--- src/rtl/alu_fsm_pkg.sv ---
// Shared types and constants for the narrow-bus ALU sequencer and its helpers.
package alu_fsm_pkg;

  typedef enum logic [2:0] {
    LOAD_A  = 3'd0,
    LOAD_B  = 3'd1,
    LOAD_OP = 3'd2,
    EXEC    = 3'd3,
    SHOW    = 3'd4
  } state_t;

  localparam logic [2:0] OP_ADD   = 3'd0;
  localparam logic [2:0] OP_SUB   = 3'd1;
  localparam logic [2:0] OP_AND   = 3'd2;
  localparam logic [2:0] OP_OR    = 3'd3;
  localparam logic [2:0] OP_XOR   = 3'd4;
  localparam logic [2:0] OP_SHL   = 3'd5;
  localparam logic [2:0] OP_SHR   = 3'd6;
  localparam logic [2:0] OP_PASSB = 3'd7;

  localparam int unsigned ACC_BIT = 3;

  // Beat counter width; a single-beat operand still needs one counter bit.
  function automatic int unsigned cnt_w(input int unsigned n);
    return (n <= 1) ? 1 : $clog2(n);
  endfunction

endpackage

--- src/rtl/alu_fsm_seq_if.sv ---
// Pin-side bundle of the ALU sequencer: strobe, data beat in, result beat and flags out.
interface alu_fsm_seq_if #(
  parameter int unsigned DIN_W = 4
);
  logic             ctl;
  logic [DIN_W-1:0] din;
  logic [DIN_W-1:0] res;
  logic             cout;
  logic             zero;
  logic [2:0]       phase;

  modport master (output ctl, din, input res, cout, zero, phase);
  modport slave  (input ctl, din, output res, cout, zero, phase);
endinterface

--- src/rtl/alu_fsm_seq_ctl_strobe_sync.sv ---
// Two-flop synchroniser for an asynchronous pin strobe plus a one-cycle rising-edge pulse.
module ctl_strobe_sync (
  input  logic clk,
  input  logic rst_n,
  input  logic async_in,
  output logic pulse
);
  logic s1, s2, s3;

  always_ff @(posedge clk or negedge rst_n) begin
    if (!rst_n) begin
      s1 <= 1'b0;
      s2 <= 1'b0;
      s3 <= 1'b0;
    end else begin
      s1 <= async_in;
      s2 <= s1;
      s3 <= s2;
    end
  end

  assign pulse = s2 & ~s3;
endmodule

--- src/rtl/alu_fsm_seq.sv ---
// Multi-beat ALU sequencer: loads A, B and opcode over a narrow bus, executes, then shows the result beat by beat.
module alu_fsm_seq
  import alu_fsm_pkg::*;
#(
  parameter int unsigned DIN_W  = 4,
  parameter int unsigned NBEATS = 2
) (
  input  logic          clk,
  input  logic          rst,
  alu_fsm_seq_if.slave  bus
);
  localparam int unsigned W  = DIN_W * NBEATS;
  localparam int unsigned CW = cnt_w(NBEATS);
  localparam logic [CW-1:0] LAST = CW'(NBEATS - 1);

  logic strobe;

  ctl_strobe_sync u_sync (
    .clk      (clk),
    .rst_n    (rst),
    .async_in (bus.ctl),
    .pulse    (strobe)
  );

  state_t        state, state_n;
  logic [CW-1:0] beat_cnt, beat_n;
  logic [W-1:0]  a, a_n, b, b_n, r, r_n;
  logic [2:0]    op, op_n;
  logic          acc, acc_n, cout_q, cout_n, zero_q, zero_n;

  logic [W:0]    sum;
  logic [W-1:0]  alu_r;
  logic          alu_c;

  always_comb begin
    sum   = {1'b0, a} + {1'b0, b};
    alu_r = '0;
    alu_c = 1'b0;
    case (op)
      OP_ADD:   begin alu_r = sum[W-1:0]; alu_c = sum[W]; end
      OP_SUB:   begin alu_r = a - b;      alu_c = (a >= b); end
      OP_AND:   alu_r = a & b;
      OP_OR:    alu_r = a | b;
      OP_XOR:   alu_r = a ^ b;
      OP_SHL:   begin alu_r = a << 1;     alu_c = a[W-1]; end
      OP_SHR:   begin alu_r = a >> 1;     alu_c = a[0]; end
      OP_PASSB: alu_r = b;
    endcase
  end

  always_ff @(posedge clk or negedge rst) begin
    if (!rst) begin
      state    <= LOAD_A;
      beat_cnt <= '0;
      a        <= '0;
      b        <= '0;
      r        <= '0;
      op       <= '0;
      acc      <= 1'b0;
      cout_q   <= 1'b0;
      zero_q   <= 1'b0;
    end else begin
      state    <= state_n;
      beat_cnt <= beat_n;
      a        <= a_n;
      b        <= b_n;
      r        <= r_n;
      op       <= op_n;
      acc      <= acc_n;
      cout_q   <= cout_n;
      zero_q   <= zero_n;
    end
  end

  // Shift-and-or form of {reg[W-DIN_W-1:0], din}; stays legal when NBEATS is 1.
  always_comb begin
    state_n = state;
    beat_n  = beat_cnt;
    a_n     = a;
    b_n     = b;
    r_n     = r;
    op_n    = op;
    acc_n   = acc;
    cout_n  = cout_q;
    zero_n  = zero_q;
    case (state)
      LOAD_A: if (strobe) begin
        a_n = (a << DIN_W) | W'(bus.din);
        if (beat_cnt == LAST) begin
          beat_n  = '0;
          state_n = LOAD_B;
        end else begin
          beat_n = beat_cnt + CW'(1);
        end
      end
      LOAD_B: if (strobe) begin
        b_n = (b << DIN_W) | W'(bus.din);
        if (beat_cnt == LAST) begin
          beat_n  = '0;
          state_n = LOAD_OP;
        end else begin
          beat_n = beat_cnt + CW'(1);
        end
      end
      LOAD_OP: if (strobe) begin
        op_n    = bus.din[2:0];
        acc_n   = bus.din[ACC_BIT];
        state_n = EXEC;
      end
      EXEC: begin
        r_n     = alu_r;
        cout_n  = alu_c;
        zero_n  = (alu_r == '0);
        beat_n  = '0;
        state_n = SHOW;
      end
      SHOW: if (strobe) begin
        if (beat_cnt == LAST) begin
          beat_n = '0;
          if (acc) begin
            a_n     = r;
            state_n = LOAD_B;
          end else begin
            state_n = LOAD_A;
          end
        end else begin
          beat_n = beat_cnt + CW'(1);
        end
      end
      default: state_n = LOAD_A;
    endcase
  end

  assign bus.res   = (state == SHOW)
                   ? DIN_W'(r >> (DIN_W * (NBEATS - 1 - 32'(beat_cnt))))
                   : '0;
  assign bus.cout  = cout_q;
  assign bus.zero  = zero_q;
  assign bus.phase = state;
endmodule

--- src/flat_wrapper.sv ---
// flat-port wrapper written by rule: the top's interface ports become plain ports
module alu_fsm_seq_flat import alu_fsm_pkg::*;
#(
  parameter int unsigned DIN_W  = 4,
  parameter int unsigned NBEATS = 2
)
  (clk, rst, bus_ctl, bus_din, bus_res, bus_cout, bus_zero, bus_phase);
  alu_fsm_seq_if #(.DIN_W(DIN_W)) bus_i ();
  input  logic clk;
  input  logic rst;
  input wire logic [$bits(bus_i.ctl)-1:0] bus_ctl;
  input wire logic [$bits(bus_i.din)-1:0] bus_din;
  output wire logic [$bits(bus_i.res)-1:0] bus_res;
  output wire logic [$bits(bus_i.cout)-1:0] bus_cout;
  output wire logic [$bits(bus_i.zero)-1:0] bus_zero;
  output wire logic [$bits(bus_i.phase)-1:0] bus_phase;
  assign bus_i.ctl = bus_ctl;
  assign bus_i.din = bus_din;
  assign bus_res = bus_i.res;
  assign bus_cout = bus_i.cout;
  assign bus_zero = bus_i.zero;
  assign bus_phase = bus_i.phase;
  alu_fsm_seq #(.DIN_W(DIN_W), .NBEATS(NBEATS)) u_core (.clk(clk), .rst(rst), .bus(bus_i));
endmodule
--- config.mk ---
export PLATFORM = sky130hd
export DESIGN_NAME = alu_fsm_seq_flat
export DESIGN_NICKNAME = d
export VERILOG_FILES = /design/src/rtl/alu_fsm_pkg.sv /design/src/rtl/alu_fsm_seq_if.sv /design/src/rtl/alu_fsm_seq_ctl_strobe_sync.sv /design/src/rtl/alu_fsm_seq.sv /design/src/flat_wrapper.sv
export SDC_FILE = /design/constraint.sdc
export NUM_CORES = 1
export LEC_CHECK = 0
export ABC_AREA = 0
export CORE_ASPECT_RATIO = 1.4
export CORE_MARGIN = 2
export CORE_UTILIZATION = 40
export CTS_CLUSTER_DIAMETER = 30
export DETAILED_ROUTE_END_ITERATION = 16
export GPL_ROUTABILITY_DRIVEN = 1
export PLACE_DENSITY = 0.55
export SKIP_LAST_GASP = 1
export SYNTH_ARGS = -nofsm -noshare
export SYNTH_HDL_FRONTEND = slang
export SYNTH_SLANG_ARGS = --single-unit
--- constraint.sdc ---
create_clock -name clk -period 5.2 [get_ports clk]
set_clock_uncertainty 0.15 [all_clocks]
set_input_delay 1.56 -clock clk [delete_from_list [all_inputs] [get_ports clk]]
set_output_delay 1.56 -clock clk [all_outputs]
set_load 0.02 [all_outputs]
==> metrics.cfg <==
[sta]
maxSlewHeadroom_pct = 45.1
worst_slew_pin_slew_ns = 0.823
grt_setup_unrepaired = no
fin_crit_sh_pct = 75.5
fin_tns_setup_ns = 0
layout_setup_ws_ns = 1.27
fmax_mhz = 255
period_needed_ns = 3.93
final-hold-violation-count = 0
setup_viol = 0
whs_ns = 0.201
drv_slew = 0

[clock_tree]
worstSkewPairLatency_ns = 0.30
cts-root-buf = clkbuf_8
cts_max_level = 2
post_cts_buffers = 0
cts_hold_buf = 0
numClockSinks = 37
path_clk_slew_ns = 0.07
cts_max_path_buffers = 2
cts_tree = done
cts_made_buffers = 5
cts-resized-gates = 0

[layout]
fin_area_sq_um = 3310
final_cell_mix = dfrtp_1 (37), nand2_1 (34), o21ai_0 (28)
nets = 373
drive_above_1_share_pct = 8.80
antenna_cells = 0
fill_cells = 758
finalNonFillerCells = 438
fin_util_pct = 45.3
layout_commonest_cell = dfrtp_1
area_growth_syn_to_layout_pct = 9.70

[placed_design]
port_buffers = 15
pre_cts_ws_ns = 1.60
placed_area_sq_um = 3180
gp_congestion = 0.852
hpwl_um = 5840
dp.cells = 430

[route]
drt-initial-drc-count = 184
avgViaCountPerCell = 5.73
drcViolationCount = 0
first_pass_iters = 4
wire_per_inst_um = 17.6
vias = 2508
antenna_left = 0
routed_wl_um = 7690

[worst_setup_path]
r2r-start = u_core.a[0]
crit_start = u_core.bus.phase[1]
cp_data_arrival_time_ns = 2.22
crit_chain = nor2_1 -> nand2_1 -> nor2_1 -> clkdlybuf4s50_1
crit_path_max_incr_delay_ns = 0.62
path_max_fanout = 13
crit_type = reg2out
critPathSlowestCell = clkdlybuf4s50_1
cpMostUsedCell = nor2_1
cp_data_required_time_ns = 3.49
cp-end-kind = primary output
startpoint_type = flop

[yosys]
async_flop_share_pct = 100
synthesis.nets = 368
yosysSeqAreaShare_pct = 30.7
synth.cell_area_sq_um = 3020
yosys_warnings = 0
syn_inst = 335
syn_avg_cell_area_sq_um = 9.01
synth_cell_types = 59
synth_enable_flop_cells = 0
synth-seq-cells = 37
synth_ff_type = dfrtp_1

[global_route]
grt_usage_pct = 19.7
grt_pass1_vias = 2460
grt_pass1_wl_um = 12600
antenna_found_initial = 0
grt_overflow_total = 0
grt_max_degree = 38

[run]
maxCapViolations = 0

[floorplan]
core_area_sq_um = 7310
start_util_pct = 41.3
std_cell_rows = 37
num_io_pins = 16
fp.dieW_um = 77.4
die_y_um = 107
die-area_sq_um = 8270

[power]
power_mw = 2.42
p_per_area_nw_per_um2 = 732
ir_drop_uv = 362
power.leakage_nw = 1.49

[status]
status = complete, no violations

[hold_path]
hp-class = reg2reg
hp-start = u_core.u_sync.s1

## per-layer routing
layer / up-vias / routed length [um] / part of all wire, % / GRT usage [%]
li1: 1218 / - / - / -
met1: 1208 / 3220 / 42 / 23.2
met2: 62 / 4010 / 52 / 34.8
met3: 20 / 199 / 2.6 / 2.53
met4: 0 / 265 / 3.4 / 10.1
met5: - / 0 / 0 / 0
## path summary, 6_finish.rpt
check / endpoint / slack (ns) / depth (start not counted)
max: bus_res[0] / 1.27 / 4
min: u_core.u_sync.s2 / 0.20 / 0
max reg2reg: u_core.bus.zero / 2.25 / 9
min reg2reg: u_core.u_sync.s2 / 0.20 / 0
max in group asynchronous: u_core.b[0] / 3.17 / 1
min in group asynchronous: u_core.u_sync.s3 / 1.20 / 1
## critical path, delay by kind of cell (launching register included)
kind                   cells  cell delay [ns]
flip-flops                 1             0.47
AND/OR/NAND/NOR            3             0.82
buffers and inverters      1             0.62
## registers in the layout, indices dropped and copies added (netlist names)
register          flops
u_core.bus.zero       1
u_core.u_sync.s3      1
u_core.u_sync.s2      1
u_core.bus.phase      3
u_core.bus.cout       1
u_core.r              8
u_core.acc            1
u_core.beat_cnt       1
u_core.op             3
u_core.u_sync.s1      1
u_core.a              8
u_core.b              8
## power by group
group | internal [mW] | switching, mW | total (mW)
clock | 0.191 | 0.109 | 0.299
combinational | 0.638 | 0.876 | 1.51
sequential | 0.411 | 0.200 | 0.611
total | 1.24 | 1.18 | 2.42
## Yosys cell counts (2+ instances only)
| master | instances | area share (%) |
|---|---|---|
| and3_1 | 2 | 0.41 |
| or3_1 | 2 | 0.41 |
| a211oi_1 | 5 | 1.2 |
| buf_1 | 2 | 0.25 |
| o221ai_1 | 2 | 0.58 |
| xnor2_1 | 2 | 0.58 |
| nand3_1 | 7 | 1.2 |
| nand2_1 | 34 | 4.2 |
| nand2b_1 | 12 | 2.5 |
| o31a_1 | 5 | 1.5 |
| nor2b_1 | 5 | 1.0 |
| inv_1 | 25 | 3.1 |
| clkbuf_1 | 5 | 0.62 |
| ha_1 | 24 | 10 |
| a21oi_1 | 18 | 3.0 |
| mux2i_1 | 19 | 6.3 |
| nor2_1 | 20 | 2.5 |
| a2111oi_0 | 3 | 0.87 |
| nor3b_1 | 2 | 0.50 |
| fa_1 | 2 | 1.3 |
| a32oi_1 | 3 | 0.87 |
| o21ai_0 | 28 | 4.6 |
| buf_6 | 5 | 1.9 |
| buf_4 | 2 | 0.50 |
| mux2_2 | 10 | 3.7 |
| a31oi_1 | 2 | 0.41 |
| mux4_2 | 4 | 3.0 |
| o31ai_1 | 4 | 1.0 |
| nor3_1 | 7 | 1.2 |
| dfrtp_1 | 37 | 31 |
| o21bai_1 | 2 | 0.50 |
| nor4_1 | 3 | 0.62 |
| o311a_1 | 2 | 0.66 |
| buf_2 | 5 | 0.83 |
## cell type report
class	count	area [sq um]	share of cell area, %
Clock buffer	5	68.8	2.08
Inverter	25	93.8	2.83
Clock inverter	3	65.1	1.97
Timing Repair Buffer	17	160	4.84
Multi-Input combinational cell	254	1880	56.7
Tap cell	97	121	3.67
Sequential cell	37	926	28.0
## logic make-up after synthesis
group,after synthesis,share of synthesized area (%)
compound gates,89,19.7
simple gates,103,17.2
xor+xnor,2,0.581
mux,34,13.4
buf+inv,44,7.17
fa+ha+maj,26,11.3
flops,37,30.7
No activity file was read; power rests on OpenSTA's default activity.
